**src/rtl/uart_pkg.sv**
```systemverilog
// Shared definitions for the UART peripheral: register offsets relative to
// BASE, CON bit positions and the TX/RX state encodings.
package uart_pkg;

    localparam logic [31:0] TXD_OFF = 32'h0000_0000;
    localparam logic [31:0] RXD_OFF = 32'h0000_0004;
    localparam logic [31:0] CON_OFF = 32'h0000_0008;

    localparam int CON_TX_IE    = 0;
    localparam int CON_RX_IE    = 1;
    localparam int CON_RX_VALID = 2;
    localparam int CON_TX_BUSY  = 3;
    localparam int CON_TX_DONE  = 4;
    localparam int CON_OVR      = 5;

    typedef enum logic [1:0] {
        TX_IDLE  = 2'd0,
        TX_START = 2'd1,
        TX_DATA  = 2'd2,
        TX_STOP  = 2'd3
    } tx_state_e;

    typedef enum logic [1:0] {
        RX_IDLE  = 2'd0,
        RX_START = 2'd1,
        RX_DATA  = 2'd2,
        RX_STOP  = 2'd3
    } rx_state_e;

    function automatic logic [31:0] pack_con(input logic ovr, input logic tx_done,
                                             input logic tx_busy, input logic rx_valid,
                                             input logic rx_ie, input logic tx_ie);
        logic [31:0] v;
        v               = '0;
        v[CON_OVR]      = ovr;
        v[CON_TX_DONE]  = tx_done;
        v[CON_TX_BUSY]  = tx_busy;
        v[CON_RX_VALID] = rx_valid;
        v[CON_RX_IE]    = rx_ie;
        v[CON_TX_IE]    = tx_ie;
        return v;
    endfunction

endpackage

```
**src/rtl/uart_rx_fifo.sv**
```systemverilog
// Four-entry receive FIFO for the UART peripheral (built only with
// UART_RX_FIFO_EN). The caller guarantees push is only asserted when there
// is room, counting a same-cycle pop as freeing a slot.
module uart_rx_fifo
(
    input  logic       clk,
    input  logic       reset,
    input  logic       push_i,
    input  logic       pop_i,
    input  logic [7:0] data_i,
    output logic [7:0] data_o,
    output logic [2:0] count_o
);

    logic [7:0] mem_q [4];
    logic [1:0] wr_ptr_q, wr_ptr_d;
    logic [1:0] rd_ptr_q, rd_ptr_d;
    logic [2:0] count_q, count_d;

    // Pointer and occupancy next-state; pointers wrap naturally at 2 bits.
    always_comb begin
        wr_ptr_d = wr_ptr_q;
        rd_ptr_d = rd_ptr_q;
        count_d  = count_q;
        if (push_i) wr_ptr_d = wr_ptr_q + 2'd1;
        if (pop_i)  rd_ptr_d = rd_ptr_q + 2'd1;
        if (push_i && !pop_i)      count_d = count_q + 3'd1;
        else if (pop_i && !push_i) count_d = count_q - 3'd1;
    end

    // Pointer/count registers.
    always_ff @(posedge clk or negedge reset) begin
        if (!reset) begin
            wr_ptr_q <= '0;
            rd_ptr_q <= '0;
            count_q  <= '0;
        end else begin
            wr_ptr_q <= wr_ptr_d;
            rd_ptr_q <= rd_ptr_d;
            count_q  <= count_d;
        end
    end

    // Data storage; contents are don't-care while empty, so no reset.
    always_ff @(posedge clk) begin
        if (push_i) mem_q[wr_ptr_q] <= data_i;
    end

    assign data_o  = mem_q[rd_ptr_q];
    assign count_o = count_q;

endmodule

```
**src/rtl/uart_periph.sv**
```systemverilog
// Memory-mapped UART: TXD/RXD/CON registers, 8N1 transmitter and receiver,
// level interrupt. Define UART_RX_FIFO_EN for a 4-deep RX FIFO; otherwise
// a single holding register is used.
//
// TX state | meaning
// IDLE     | line high, waiting for a TXD write
// START    | start bit (low)
// DATA     | 8 data bits, LSB first
// STOP     | stop bit (high); on exit tx_done is set
//
// RX state | meaning
// IDLE     | waiting for a falling edge on the synchronized line
// START    | half-bit wait, then re-check the line (glitch reject)
// DATA     | 8 samples, one per bit period
// STOP     | stop sample; high stores the byte, low discards it
module uart_periph
    import uart_pkg::*;
#(
    parameter int          CLK_DIV = 5208,
    parameter logic [31:0] BASE    = 32'h4000_0018
)
(
    input  logic        clk,
    input  logic        reset,
    input  logic        rd,
    input  logic        wr,
    input  logic [31:0] addr,
    input  logic [31:0] wdata,
    output logic [31:0] rdata,
    input  logic        uart_rx,
    output logic        uart_tx,
    output logic        irq_out
);

    localparam logic [15:0] DIV_LAST  = 16'(CLK_DIV - 1);
    localparam logic [15:0] HALF_LAST = 16'(CLK_DIV / 2 - 1);

    logic hit_txd, hit_rxd, hit_con;
    logic txd_wr, con_wr, con_rd, rxd_rd;
    assign hit_txd = (addr == BASE + TXD_OFF);
    assign hit_rxd = (addr == BASE + RXD_OFF);
    assign hit_con = (addr == BASE + CON_OFF);

    tx_state_e   tx_state_q, tx_state_d;
    logic [15:0] tx_cnt_q, tx_cnt_d;
    logic [2:0]  tx_bit_q, tx_bit_d, tx_bit_nxt;
    logic        tx_line_q, tx_line_d;
    logic [7:0]  tx_byte_q, tx_byte_d;
    logic        tx_done_q, tx_done_d, tx_done_set;
    logic        tx_ie_q, tx_ie_d, rx_ie_q, rx_ie_d;
    logic        tx_busy;

    rx_state_e   rx_state_q, rx_state_d;
    logic [15:0] rx_cnt_q, rx_cnt_d;
    logic [2:0]  rx_bit_q, rx_bit_d;
    logic [7:0]  rx_shift_q, rx_shift_d;
    logic [1:0]  rx_sync_q;
    logic        rx_prev_q, rx_s;
    logic        ovr_q, ovr_d;
    logic        rx_push_req, rx_push, rx_pop, rx_valid;
    logic [7:0]  rx_head;

    assign tx_busy    = (tx_state_q != TX_IDLE);
    assign txd_wr     = wr && hit_txd && !tx_busy;
    assign con_wr     = wr && hit_con;
    assign con_rd     = rd && hit_con;
    assign rxd_rd     = rd && hit_rxd;
    assign tx_bit_nxt = tx_bit_q + 3'd1;
    assign rx_s       = rx_sync_q[1];

    // TX FSM next-state and line level; the line is registered so it
    // changes on the accepting edge and resets high asynchronously.
    always_comb begin
        tx_state_d  = tx_state_q;
        tx_cnt_d    = tx_cnt_q;
        tx_bit_d    = tx_bit_q;
        tx_line_d   = tx_line_q;
        tx_done_set = 1'b0;
        case (tx_state_q)
            TX_IDLE: begin
                tx_line_d = 1'b1;
                if (txd_wr) begin
                    tx_state_d = TX_START;
                    tx_cnt_d   = '0;
                    tx_line_d  = 1'b0;
                end
            end
            TX_START: begin
                if (tx_cnt_q == DIV_LAST) begin
                    tx_state_d = TX_DATA;
                    tx_cnt_d   = '0;
                    tx_bit_d   = '0;
                    tx_line_d  = tx_byte_q[0];
                end else begin
                    tx_cnt_d = tx_cnt_q + 16'd1;
                end
            end
            TX_DATA: begin
                if (tx_cnt_q == DIV_LAST) begin
                    tx_cnt_d = '0;
                    if (tx_bit_q == 3'd7) begin
                        tx_state_d = TX_STOP;
                        tx_line_d  = 1'b1;
                    end else begin
                        tx_bit_d  = tx_bit_nxt;
                        tx_line_d = tx_byte_q[tx_bit_nxt];
                    end
                end else begin
                    tx_cnt_d = tx_cnt_q + 16'd1;
                end
            end
            TX_STOP: begin
                if (tx_cnt_q == DIV_LAST) begin
                    tx_state_d  = TX_IDLE;
                    tx_cnt_d    = '0;
                    tx_line_d   = 1'b1;
                    tx_done_set = 1'b1;
                end else begin
                    tx_cnt_d = tx_cnt_q + 16'd1;
                end
            end
            default: tx_state_d = TX_IDLE;
        endcase
    end

    // RX FSM next-state: mid-bit sampling after a half-bit start check.
    always_comb begin
        rx_state_d  = rx_state_q;
        rx_cnt_d    = rx_cnt_q;
        rx_bit_d    = rx_bit_q;
        rx_shift_d  = rx_shift_q;
        rx_push_req = 1'b0;
        case (rx_state_q)
            RX_IDLE: begin
                if (rx_prev_q && !rx_s) begin
                    rx_state_d = RX_START;
                    rx_cnt_d   = '0;
                end
            end
            RX_START: begin
                if (rx_cnt_q == HALF_LAST) begin
                    rx_cnt_d   = '0;
                    rx_bit_d   = '0;
                    rx_state_d = rx_s ? RX_IDLE : RX_DATA;
                end else begin
                    rx_cnt_d = rx_cnt_q + 16'd1;
                end
            end
            RX_DATA: begin
                if (rx_cnt_q == DIV_LAST) begin
                    rx_cnt_d   = '0;
                    rx_shift_d = {rx_s, rx_shift_q[7:1]};
                    rx_bit_d   = rx_bit_q + 3'd1;
                    if (rx_bit_q == 3'd7) rx_state_d = RX_STOP;
                end else begin
                    rx_cnt_d = rx_cnt_q + 16'd1;
                end
            end
            RX_STOP: begin
                if (rx_cnt_q == DIV_LAST) begin
                    rx_cnt_d    = '0;
                    rx_state_d  = RX_IDLE;
                    rx_push_req = rx_s;
                end else begin
                    rx_cnt_d = rx_cnt_q + 16'd1;
                end
            end
            default: rx_state_d = RX_IDLE;
        endcase
    end

`ifdef UART_RX_FIFO_EN
    logic [2:0] fifo_count;

    assign rx_valid = (fifo_count != 3'd0);
    assign rx_pop   = rxd_rd && rx_valid;
    assign rx_push  = rx_push_req && ((fifo_count != 3'd4) || rx_pop);

    uart_rx_fifo u_rx_fifo (
        .clk     (clk),
        .reset   (reset),
        .push_i  (rx_push),
        .pop_i   (rx_pop),
        .data_i  (rx_shift_q),
        .data_o  (rx_head),
        .count_o (fifo_count)
    );
`else
    logic [7:0] rx_hold_q, rx_hold_d;
    logic       rx_valid_q, rx_valid_d;

    assign rx_valid = rx_valid_q;
    assign rx_pop   = rxd_rd && rx_valid_q;
    assign rx_push  = rx_push_req && (!rx_valid_q || rx_pop);
    assign rx_head  = rx_hold_q;

    // Holding register: a same-edge pop frees the slot for the new byte.
    always_comb begin
        rx_hold_d  = rx_hold_q;
        rx_valid_d = rx_valid_q;
        if (rx_push) begin
            rx_hold_d  = rx_shift_q;
            rx_valid_d = 1'b1;
        end else if (rx_pop) begin
            rx_valid_d = 1'b0;
        end
    end

    // Holding register state.
    always_ff @(posedge clk or negedge reset) begin
        if (!reset) begin
            rx_hold_q  <= '0;
            rx_valid_q <= 1'b0;
        end else begin
            rx_hold_q  <= rx_hold_d;
            rx_valid_q <= rx_valid_d;
        end
    end
`endif

    // Control flags; a same-edge set beats the CON-read clear.
    always_comb begin
        tx_byte_d = txd_wr ? wdata[7:0] : tx_byte_q;
        tx_ie_d   = con_wr ? wdata[0] : tx_ie_q;
        rx_ie_d   = con_wr ? wdata[1] : rx_ie_q;
        tx_done_d = tx_done_q;
        if (txd_wr || con_rd) tx_done_d = 1'b0;
        if (tx_done_set)      tx_done_d = 1'b1;
        ovr_d = ovr_q;
        if (con_rd)                  ovr_d = 1'b0;
        if (rx_push_req && !rx_push) ovr_d = 1'b1;
    end

    // All peripheral state; the RX synchronizer resets to the idle level.
    always_ff @(posedge clk or negedge reset) begin
        if (!reset) begin
            tx_state_q <= TX_IDLE;
            tx_cnt_q   <= '0;
            tx_bit_q   <= '0;
            tx_line_q  <= 1'b1;
            tx_byte_q  <= '0;
            tx_done_q  <= 1'b0;
            tx_ie_q    <= 1'b0;
            rx_ie_q    <= 1'b0;
            rx_state_q <= RX_IDLE;
            rx_cnt_q   <= '0;
            rx_bit_q   <= '0;
            rx_shift_q <= '0;
            rx_sync_q  <= 2'b11;
            rx_prev_q  <= 1'b1;
            ovr_q      <= 1'b0;
        end else begin
            tx_state_q <= tx_state_d;
            tx_cnt_q   <= tx_cnt_d;
            tx_bit_q   <= tx_bit_d;
            tx_line_q  <= tx_line_d;
            tx_byte_q  <= tx_byte_d;
            tx_done_q  <= tx_done_d;
            tx_ie_q    <= tx_ie_d;
            rx_ie_q    <= rx_ie_d;
            rx_state_q <= rx_state_d;
            rx_cnt_q   <= rx_cnt_d;
            rx_bit_q   <= rx_bit_d;
            rx_shift_q <= rx_shift_d;
            rx_sync_q  <= {rx_sync_q[0], uart_rx};
            rx_prev_q  <= rx_s;
            ovr_q      <= ovr_d;
        end
    end

    // Load-data mux; zero unless a mapped register is being read.
    always_comb begin
        rdata = '0;
        if (rd) begin
            if (hit_txd)      rdata = {24'b0, tx_byte_q};
            else if (hit_rxd) rdata = {24'b0, rx_head};
            else if (hit_con) rdata = pack_con(ovr_q, tx_done_q, tx_busy, rx_valid,
                                               rx_ie_q, tx_ie_q);
        end
    end

    assign uart_tx = tx_line_q;
    assign irq_out = (tx_ie_q & tx_done_q) | (rx_ie_q & rx_valid);

    logic unused_wdata;
    assign unused_wdata = &{1'b0, wdata[31:8]};

endmodule
```
**config.mk**
```make
export PLATFORM = sky130hd
export DESIGN_NAME = uart_periph
export DESIGN_NICKNAME = d
export VERILOG_FILES = /design/src/rtl/uart_pkg.sv /design/src/rtl/uart_rx_fifo.sv /design/src/rtl/uart_periph.sv
export SDC_FILE = /design/constraint.sdc
export NUM_CORES = 1
export LEC_CHECK = 0
export ABC_AREA = 1
export CORE_MARGIN = 5
export CORE_UTILIZATION = 30
export CTS_BUF_LIST = sky130_fd_sc_hd__clkbuf_4 sky130_fd_sc_hd__clkbuf_8
export CTS_CLUSTER_DIAMETER = 80
export DETAILED_ROUTE_END_ITERATION = 6
export HOLD_SLACK_MARGIN = 0.12
export PLACE_DENSITY = 0.59
export SLEW_MARGIN = 20
export SYNTH_ARGS = -nofsm -noshare
export SYNTH_HDL_FRONTEND = slang
export SYNTH_HIERARCHICAL = 1
export SYNTH_SLANG_ARGS = --single-unit
```
**constraint.sdc**
```tcl
create_clock -name clk -period 1.6 [get_ports clk]
set_clock_uncertainty 0.05 [all_clocks]
set_input_delay 0.32 -clock clk [delete_from_list [all_inputs] [get_ports clk]]
set_output_delay 0.32 -clock clk [all_outputs]
set_load 0.02 [all_outputs]
```
* Yosys cells after proc, flatten, opt, wreduce, memory -nomap -nowiden
Cells that the tools add are included.
Operators by class: $add $sub $neg 4, $lt $le $gt $ge 1, equal/unequal tests 25, mux-type cells 49, bitwise logic cells 3, reductions and logical operators 31
Operators with widths (count):
- 32-bit by 31-bit equality test with 1-bit output (second input constant) | 3
- 16-bit two-way mux | 5
- 16-bit case mux with 3 select lines | 1
- 16-bit by 1-bit adder with 16-bit output (second input constant) | 2
- 16-bit by 13-bit equality test with 1-bit output (second input constant) | 2
- 16-bit case mux with 2 select lines | 1
- 8-bit two-way mux | 3
- 2-bit two-way mux | 11
- 2-bit != test (second input constant) | 11
- 16-bit by 12-bit equality test with 1-bit output (second input constant) | 1
- 1-bit two-way mux | 16
- 2-bit case mux with 4 select lines | 2
- 3-bit two-way mux | 5
- 3-bit case mux with 2 select lines | 2
- 2-bit nonzero test | 6
- 5-bit AND reduction | 2
- 1-bit logical AND | 9
- 2-bit equality test (second input constant) | 4
- 3-bit by 1-bit adder with 3-bit output (second input constant) | 2
- 3-bit equality test (second input constant) | 2
- 6-bit two-way mux | 1
- 3-bit AND reduction | 2
- 2-bit by 1-bit equality test with 1-bit output (second input constant) | 2
- 1-bit zero test | 4
- other kinds (11) | 14
Word-level totals: bits in registers 75, input bits 69, output and inout port bits 34

* Longest topological paths before layout
Gate-level depths: netlist (run 1).
depth after elaboration 8, mapped depth 12, mapped depth without buffers 11

* Worst setup path before layout (run 1)
Ideal clock, no wire load.
kind input to output, start point input addr[6], end point output rdata[0], data arrival time 1.528 ns, data required time 1.230 ns, setup slack -0.298 ns, stages on the path 8, path buffers 1, cell sequence inv_1 -> nand2_1 -> nor2_1 -> nand3_1 -> nor2_4 -> nand2_1 -> buf_6 -> a21oi_1
Between the ends: cells in the longest elaborated chain, start to end 5, elaborated cells between the ends (all ways) 7, those cells by class eq/ne (3); mux (4)
RTL lines:
- start: declaration | RTL line uart_periph.sv:27 | input logic [31:0] addr,
- 32-bit by 31-bit equality test with 1-bit output | RTL line uart_periph.sv:42 | assign hit_con = (addr == BASE + CON_OFF);
- 6-bit two-way mux | RTL line uart_periph.sv:277 | else if (hit_con) rdata = pack_con(ovr_q, tx_done_q, tx_busy, rx_valid,
- 8-bit two-way mux | RTL line uart_periph.sv:276 | else if (hit_rxd) rdata = {24'b0, rx_head};
- 8-bit two-way mux * | RTL line uart_periph.sv:275 | if (hit_txd) rdata = {24'b0, tx_byte_q};
- 8-bit two-way mux * | RTL line uart_periph.sv:274 | if (rd) begin
- end: declaration | RTL line uart_periph.sv:29 | output logic [31:0] rdata,
Mark *: on every way between the ends. The rest lies on a longest branch, timed or not.

* Worst setup path after layout (run 1)
start point input addr[31], end point output rdata[1]
The elaborated chain is that of the path after synthesis.

==> results.md, run 1 <==
Run status:
- The run finished, with violations left.
- The checks that failed: setup timing.

STA:
- The final count of hold timing violations is 0.
- The final number of setup-violating endpoints is 58.
- The count of pins over their slew limit is 0.
- Setup repair after global routing could not meet its margin everywhere.
- The transition at the pin with the smallest max-transition slack is 511 ps.
- The worst hold margin is 304 ps.
- Measured against its own limit, the worst slew margin works out to 65.8%.
- After layout, the worst setup slack is -373 ps.
- The top achievable clock speed is 0.507 GHz.
- Dividing the final minimum period by the clock period gives 123%.
- The final sum of negative setup slack is -5680 ps.
- The worst path in the final design needs a cycle of 1970 ps, including I/O delays and setup.

Critical path:
- On the critical path, the stage with the largest delay is an instance of nor2_4.
- The top cell family by delay on the critical path is simple AND/OR/NAND/NOR gates.
- STA puts the critical path data required time at 1230 ps.
- The setup path with the least slack is of type primary input to output pin.
- The buffer and inverter count on the worst path is 3.
- Traced cell by cell, the critical path runs through buf_6 > nor2_2 > nand2_1 > nor2_2 > nand2_2 > nor2_4 > buf_4 > nand3b_1 > nand2_2 > a21oi_4 > buf_6.
- The worst setup path is captured at an output pin.
- The arrival time at the worst endpoint is 1600 ps.
- Of all nets on the critical path, the largest fanout is 7.
- In this design, the stage delay of the slowest critical-path cell is 180 ps.
- STA classifies the critical path startpoint as a primary input.

Synthesis:
- The flip-flop and latch count after synthesis is 75.
- The synthesized netlist devotes 2.80% of its cell area to adder and majority cells.
- The number of enable-type register cells in the synthesized netlist is 0.
- The average footprint of a synthesized cell is 6.96 µm².
- After Yosys synthesis, and, or, nand and nor cells account for 39.2% of the synthesized area.
- The number of cells produced by synthesis is 706.
- The netlist uses 35 different library cells.
- The fraction of registers with async set or reset after synthesis is 100%.
- The synthesized netlist devotes 6.57% of its cell area to compound gates.
- Among all flip-flop cells after synthesis, the most frequent one is dfrtp_1.
- The number of warnings issued by yosys is 6.
- The portion of the post-synthesis area used by sequential elements is 38.3%.
- The share of synthesized area spent on multiplexers is 0%.
- After synthesis the cells add up to 0.00491 mm².
- After Yosys synthesis, XOR and XNOR cells account for 1.78% of the synthesized area.
- The combinational family with the most area after synthesis is simple AND/OR/NAND/NOR gates.

Die:
- The row count is 46.
- The placeable core region is 0.0160 mm².
- The effective utilization at floorplan is 30.7%.
- From bottom edge to top edge, the die measures 138 µm.
- The floorplan step defined a die boundary enclosing 0.0190 mm².
- The floorplan step set the die width to 138 µm.
- During I/O placement, the number of pins put on the boundary was 103.

Layout:
- The share of final-layout standard cells stronger than drive strength 1 is 41.8%.
- The growth of design area from synthesis to finish is 60.1%.
- The core utilization of the finished layout is 49.2%.
- The antenna diode count is 0.
- Leaving out fill and tap cells, the most frequent cells in the layout are nand2_1 (163), buf_4 (123), dfrtp_1 (68).
- The number of standard cells in the final layout excluding fillers is 1139.
- The summed area of non-filler cells in the final layout is 0.00787 mm².
- The most frequent standard cell in the layout excluding fill and tap cells is nand2_1.
- For this run, the post-layout net count is 998.

Place:
- After legalization and detailed placement, the total HPWL measured 10300 µm.
- The post-place instance area is 0.00665 mm².
- Input and output buffers added on the ports amount to 54.
- The global placement routability congestion is 0.898.
- The placed instance count is 1078.

Hold path:
- The path class of the tightest hold or removal check is primary input to register.

Routing:
- The number of design rule violations left after detail routing is 0.
- Dividing the detail-routed wire length by the instance count gives 12.8 µm.
- After detailed routing, the number of vias per cell comes to 4.51.
- The DRC marker count from the first detailed-route iteration is 244.
- The detail route stage leaves a number of antenna-violating nets equal to 0.
- The number of vias in the routed layout is 5141.
- The first detailed-routing pass ran for 4 iterations.
- The total routed wirelength is 14500 µm.

Clock tree:
- Counting along the longest clock path gives a buffer depth of 2.
- The CTS buffer count is 9.
- CTS built an H-tree with a depth of 3.
- After clock tree synthesis, the clock-pin slew on the worst setup and hold paths is 80 ps.
- TritonCTS built the clock tree.
- In this run the clock root is driven by a clkbuf_8.
- The clock insertion delay at the later pin of the skew report is 380 ps.
- The clock sink count is 75.

Global routing:
- The number of antenna violations at the first check in global routing is 0.
- The via count of the first global-routing pass is 5066.
- The total global-route track usage is 15.4%.
- The first global-routing pass estimated 23500 µm of wire.
- The pin count of the biggest net entering global routing is 50.
- The overall overflow remaining after global route is 0.

Power:
- The highest ir drop seen on vdd is 0.451 mV.
- The total power density per cell area is 613 mW/mm².
- In this run the static leakage power is 3.73 nW.

Flow run:
- The max-cap violation count is 0.
[stage by stage]
stage               power (mW)  worst slack, ps
finish                    4.82             -373
global route              5.09             -460
CTS                       4.71             -329
detailed placement        3.19            -1220
global placement          3.20            -1190
floorplan                 2.64             -113
[metal layers]
metal	GRT usage, %	share of wire (%)	up-vias
li1	-	-	2652
met1	19.6	44	2355
met2	26.4	49	111
met3	2.72	5.1	23
met4	5.49	1.9	0
met5	0	0	-
[registers in the layout, indices dropped and copies added, names as in the netlist, 2 cells and up, named ones only]
signal,cells
rx_bit_q,3
rx_cnt_q,16
rx_head,8
rx_shift_q,8
rx_sync_q,2
tx_bit_q,3
tx_byte_q,8
tx_cnt_q,16
tx_state_q,2
[area by class of cell]
class | count | area [µm²]
multi-input combinational | 540 | 3320
fill | 1563 | 8130
inverter | 73 | 287
clock buffer | 13 | 160
timing repair buffer | 219 | 1930
clock inverter | 3 | 15.0
tap | 216 | 270
sequential | 75 | 1890
[synthesized netlist by cell type (all sizes together) (2+ instances only)]
library cell  count  area (µm²)
nand2           224         856
nor2             86         355
inv              73         274
nand3            72         373
dfrtp            71        1780
buf              37         267
o21ai            36         180
nor3             22         126
nand4            19         125
a21oi            15        75.1
ha               11         138
nand3b           11        82.6
xor2              9        78.8
clkbuf            4        15.0
dfstp             4         105
o22ai             3        18.8
a22o              2        17.5
o211ai            2        15.0
[worst reg2reg max path, cell delays in order (launching register included)]
cell     delay, ps
dfrtp_2        430
buf_6          130
inv_4           30
nor2_2          80
nand2_1         60
nor2_1         100
nand2_1        110
nand2_2        110
nand2_4         90
nor2_4         140
buf_6          130
inv_4           40
nand2_2         40
nor2_1          30
[worst paths after layout]
path	startpoint	to	slack (ps)	cells past startpoint
max in group asynchronous	reset	rx_cnt_q[2]$_DFFE_PN0P_	750	3
worst max-delay path	addr[31]	rdata[1]	-370	11
worst min register to register	rx_sync_q[0]$_DFF_PN1_	rx_sync_q[1]$_DFF_PN1_	320	0
worst max register to register	rx_cnt_q[9]$_DFFE_PN0P_	rx_cnt_q[4]$_DFFE_PN0P_	-80	13
worst min-delay path	uart_rx	rx_sync_q[0]$_DFF_PN1_	300	1
min in group asynchronous	reset	tx_cnt_q[13]$_DFFE_PN0P_	390	3
[logic make-up after synthesis]
group | after synthesis
simple gates | 435
buf+inv | 114
flops | 75
compound gates | 60
fa+ha+maj | 11
xor+xnor | 10
other cells | 1
[repair_timing]
| item | 4_1_cts | 5_1_grt |
|---|---|---|
| setup endpoints to repair | 75 | 79 |
| hold buffers | 1 | 0 |
| buffers inserted | 34 | 20 |
| resized for setup | 274 | 118 |
| endpoints found under the hold margin | 71 | 0 |
| pin swaps | 74 | 59 |
| cloned | 3 | 0 |
[where the power goes]
group | switching (mW) | internal [mW] | total, mW
clock network | 0.747 | 0.652 | 1.40
registers | 0.0986 | 1.99 | 2.09
logic | 0.681 | 0.657 | 1.34
No activity file was read; power rests on OpenSTA's default activity.
==> run 2, diff against run 1 <==
--- a/config.mk
+++ b/config.mk
@@ -8,11 +8,11 @@
 export ABC_AREA = 1
 export CORE_MARGIN = 5
 export CORE_UTILIZATION = 30
-export CTS_BUF_LIST = sky130_fd_sc_hd__clkbuf_4 sky130_fd_sc_hd__clkbuf_8
+export CTS_BUF_LIST = sky130_fd_sc_hd__clkbuf_8
 export CTS_CLUSTER_DIAMETER = 80
 export DETAILED_ROUTE_END_ITERATION = 6
 export HOLD_SLACK_MARGIN = 0.12
-export PLACE_DENSITY = 0.59
+export PLACE_DENSITY = 0.57
 export SLEW_MARGIN = 20
 export SYNTH_ARGS = -nofsm -noshare
 export SYNTH_HDL_FRONTEND = slang
==> constraint.sdc (replaced) <==
create_clock -name clk -period 2 [get_ports clk]
set_clock_uncertainty 0.05 [all_clocks]
set_input_delay 0.4 -clock clk [delete_from_list [all_inputs] [get_ports clk]]
set_output_delay 0.4 -clock clk [all_outputs]
set_load 0.02 [all_outputs]
==> run 2 against run 1 <==
Effect of this change:
- the run still ends with setup timing left
- sequential share of layout area grew 3.8 points
- combinational power shrank 48%
- design area is 14% lower
- register-to-register slack gained 240 ps
- critical path depth shrank 2
- die area unchanged
- first-iteration DRC count rose by 35%
- sequential power shrank 20%
- hold slack better by 2.9 ps
- worst setup slack improved by 250 ps
- utilization is 6.8 points lower
- routed wire length shrank 5.2%
- critical endpoint is now rdata[4]
==> results.md, run 2 (synthesized netlist as in run 1, its figures left out) <==
Run status:
- The run finished, with violations left.
- The checks that failed: setup timing.

Power:
- The total power density per cell area was 529 mW/mm² (-14%).
- The part of the total power dissipated in combinational logic came to 19.5% (-8.2 points).
- The cell-internal power is 2.50 mW (-24%).
- The switching part of the total power came to 30.4% (-1.3 points).
- The relative contribution of sequential cells to total power is 46.9% (+3.6 points).
- The switching power total is 1.09 mW (-29%).
- The highest ir drop seen on vdd is 0.358 mV (-21%).
- The clock network power share is 33.6% (+4.6 points).
- The leakage dissipation was 3.27 nW (-12%).

Critical path:
- The critical path in this run is classified as primary input to output pin.
- The endpoint type of the worst setup path is an output pin.
- The startpoint kind of the worst setup timing path is a primary input.
- The buffer and inverter count on the worst path is 2 (-1).
- The worst reg-to-reg path cell count is 10 (-3).
- The top cell family by delay on the critical path is simple AND/OR/NAND/NOR gates.
- The count of cell instances traversed by the critical path is 9 (-2).
- The maximum net fanout on the critical path is 6 (-1).
- The delay contributed by the slowest stage of the critical path came to 220 ps (+40 ps).
- The critical path required time is 1550 ps (+320 ps).
- The cell type of the slowest stage on the worst timing path is nor2_4.
- Traced cell by cell, the critical path runs through buf_2 > nor2_4 > nand2_1 > nor2_2 > nand2_2 > nor2_4 > nand2_2 > a21oi_2 > buf_6.
- The arrival time at the worst endpoint was 1670 ps (+70 ps).

Routing:
- The wire length per cell after detailed routing was 13.0 µm (+1.7%).
- The number of nets still failing antenna checks after routing is 0 (unchanged).
- The number of iterations in the first detailed-routing pass is 4 (unchanged).
- The total routed wirelength was 13800 µm (-5.2%).
- The number of design rule violations left after detail routing is 0 (unchanged).
- The number of vias in the routed layout is 4849 (-5.7%).
- The DRC marker count from the first detailed-route iteration came to 329 (+35%).
- The average vias per placed instance is 4.57 (+1.3%).

Layout:
- The share of final-layout standard cells stronger than drive strength 1 is 26.9% (-15 points).
- The number of standard cells in the final layout excluding fillers was 1061 (-6.8%).
- The final layout net count was 920 (-7.8%).
- The growth of design area from synthesis to finish is 38.1%.
- In the final layout, the registers with the most flip-flops are rx_cnt_q x16, tx_cnt_q x16.
- The most frequent standard cell in the layout excluding fill and tap cells is nand2_1.
- Leaving out fill and tap cells, the most frequent cells in the layout are nand2_1 (200), dfrtp_1 (71), inv_1 (67).
- The number of fillers in the final layout is 1641 (+5.0%).
- The antenna diode count is 0 (unchanged).

STA:
- Timing would allow up to 0.471 GHz.
- The final cycle utilization of the critical path is 106%.
- The count of pins over their slew limit is 0 (unchanged).
- The final setup slack of the worst path was -122 ps (+251 ps).
- The worst hold margin is 307 ps (+2.95 ps).
- The final number of setup-violating endpoints was 8 (-86%).
- Setup repair after global routing could not meet its margin everywhere.
- Subtracting the final worst setup slack from the clock period gives 2120 ps.
- The final count of hold timing violations is 0 (unchanged).

Clock tree:
- The CTS buffer count is 9 (unchanged).
- The clock insertion delay at the later pin of the skew report is 370 ps (about the same).
- The tree is rooted in a clkbuf_8.
- The clock sink count is 75 (unchanged).
- The number of levels in the clock H-tree is 3 (unchanged).
- The clock-pin slew on the worst setup and hold paths was 70 ps (about the same).
- The maximum root-to-sink buffer count is 2 (unchanged).
- The clock tree from TritonCTS is yes.

Die:
- The row count came to 46 (unchanged).
- The effective utilization at floorplan is 30.7% (unchanged).
- The die area is 0.0190 mm² (unchanged).
- The placeable core region is 0.0160 mm² (unchanged).
- The die boundary width came to 138 µm (unchanged).
- The number of primary I/O pins is 103 (unchanged).
- The die span in y came to 138 µm (unchanged).

Global routing:
- The via count of the first global-routing pass is 4375 (-14%).
- The first-pass GRT wire length is 21500 µm (-8.8%).
- The number of antenna violations at the first check in global routing is 0 (unchanged).
- The pin count of the biggest net entering global routing was 36 (-28%).
- The total global-route track usage came to 14.3% (-1.1 points).
- The overall overflow remaining after global route is 0 (unchanged).

Hold path:
- The worst hold path belongs to the class register to register.
- The depth of the worst hold-timing path is 0 (-1).

Place:
- The global placement routability congestion is 0.874 (-2.7%).
- The number of input and output port buffers inserted is 54 (unchanged).
- The placed wire-length estimate after detailed placement was 10000 µm (-2.8%).
- The placement-stage worst setup slack is -1020 ps (+201 ps).
- The placed instance count is 1006 (-6.7%).

Flow run:
- The max-cap violation count is 0 (unchanged).
==> run 2: final timing paths <==
| check | startpoint | endpoint | slack (ps) |
|---|---|---|---|
| max in group asynchronous | reset | rx_sync_q[0]$_DFF_PN1_ | 860 |
| min in group asynchronous | reset | tx_cnt_q[7]$_DFFE_PN0P_ | 450 |
| setup / recovery | addr[22] | rdata[4] | -120 |
| hold / removal | rx_sync_q[0]$_DFF_PN1_ | rx_sync_q[1]$_DFF_PN1_ | 310 |
| setup reg to reg | rx_cnt_q[1]$_DFFE_PN0P_ | rx_state_q[0]$_DFFE_PN0P_ | 160 |
| hold reg to reg | rx_sync_q[0]$_DFF_PN1_ | rx_sync_q[1]$_DFF_PN1_ | 310 |
==> run 2: worst register-to-register path: stages (launching register included) <==
cell and delay, ps:
dfrtp_1 370, ha_1 250, nand2_1 120, nor3_1 190, nand2_1 90, nand2_1 80
nand2_1 160, nor2_4 190, buf_4 150, nand3_1 70, nand2_1 60
==> run 2: through the flow <==
step	power [mW]	util [%]	cell area [µm²]	TNS [ps]
6_report	3.59	42.4	6780	-847
2_1_floorplan	2.08	-	5000	-348
3_3_place_gp	2.32	37.0	5920	-15770
5_1_grt	3.82	42.4	6780	-1640
4_1_cts	3.59	39.9	6380	-611
3_5_place_dp	2.33	37.0	5920	-15970
==> run 2: area by class of cell <==
| type | instances | area [µm²] | share of cell area, % |
|---|---|---|---|
| Tap cell | 216 | 270 | 3.98 |
| Clock buffer | 10 | 138 | 2.03 |
| Clock inverter | 6 | 65.1 | 0.959 |
| Multi-Input combinational cell | 542 | 2890 | 42.5 |
| Timing Repair Buffer | 139 | 1270 | 18.7 |
| Sequential cell | 75 | 1880 | 27.7 |
| Inverter | 73 | 274 | 4.04 |
==> run 2: metal layers <==
metal	up-vias	global-route usage [%]	routed length, µm
met5	-	0	0
li1	2494	-	-
met2	139	21.3	6190
met1	2200	19.7	6390
met4	0	5.98	236
met3	16	3.48	970
==> run 2: repair_timing <==
item | in CTS | in global routing
hold buffers | 1 | 0
hold endpoints to repair | 25 | 0
setup endpoints to repair | 10 | 46
setup buffers | 29 | 8
gates cloned | 0 | 4
gates resized for setup | 185 | 103
pin swaps | 38 | 44
==> run 2: power groups by stage <==
stage	Combinational [mW]	Sequential, mW	Clock, mW
final	0.699	1.68	1.21
after global routing	0.784	1.70	1.33
after floorplan	0.424	1.66	0
after global placement	0.611	1.71	0
after detailed placement	0.616	1.71	0
after CTS	0.652	1.68	1.26
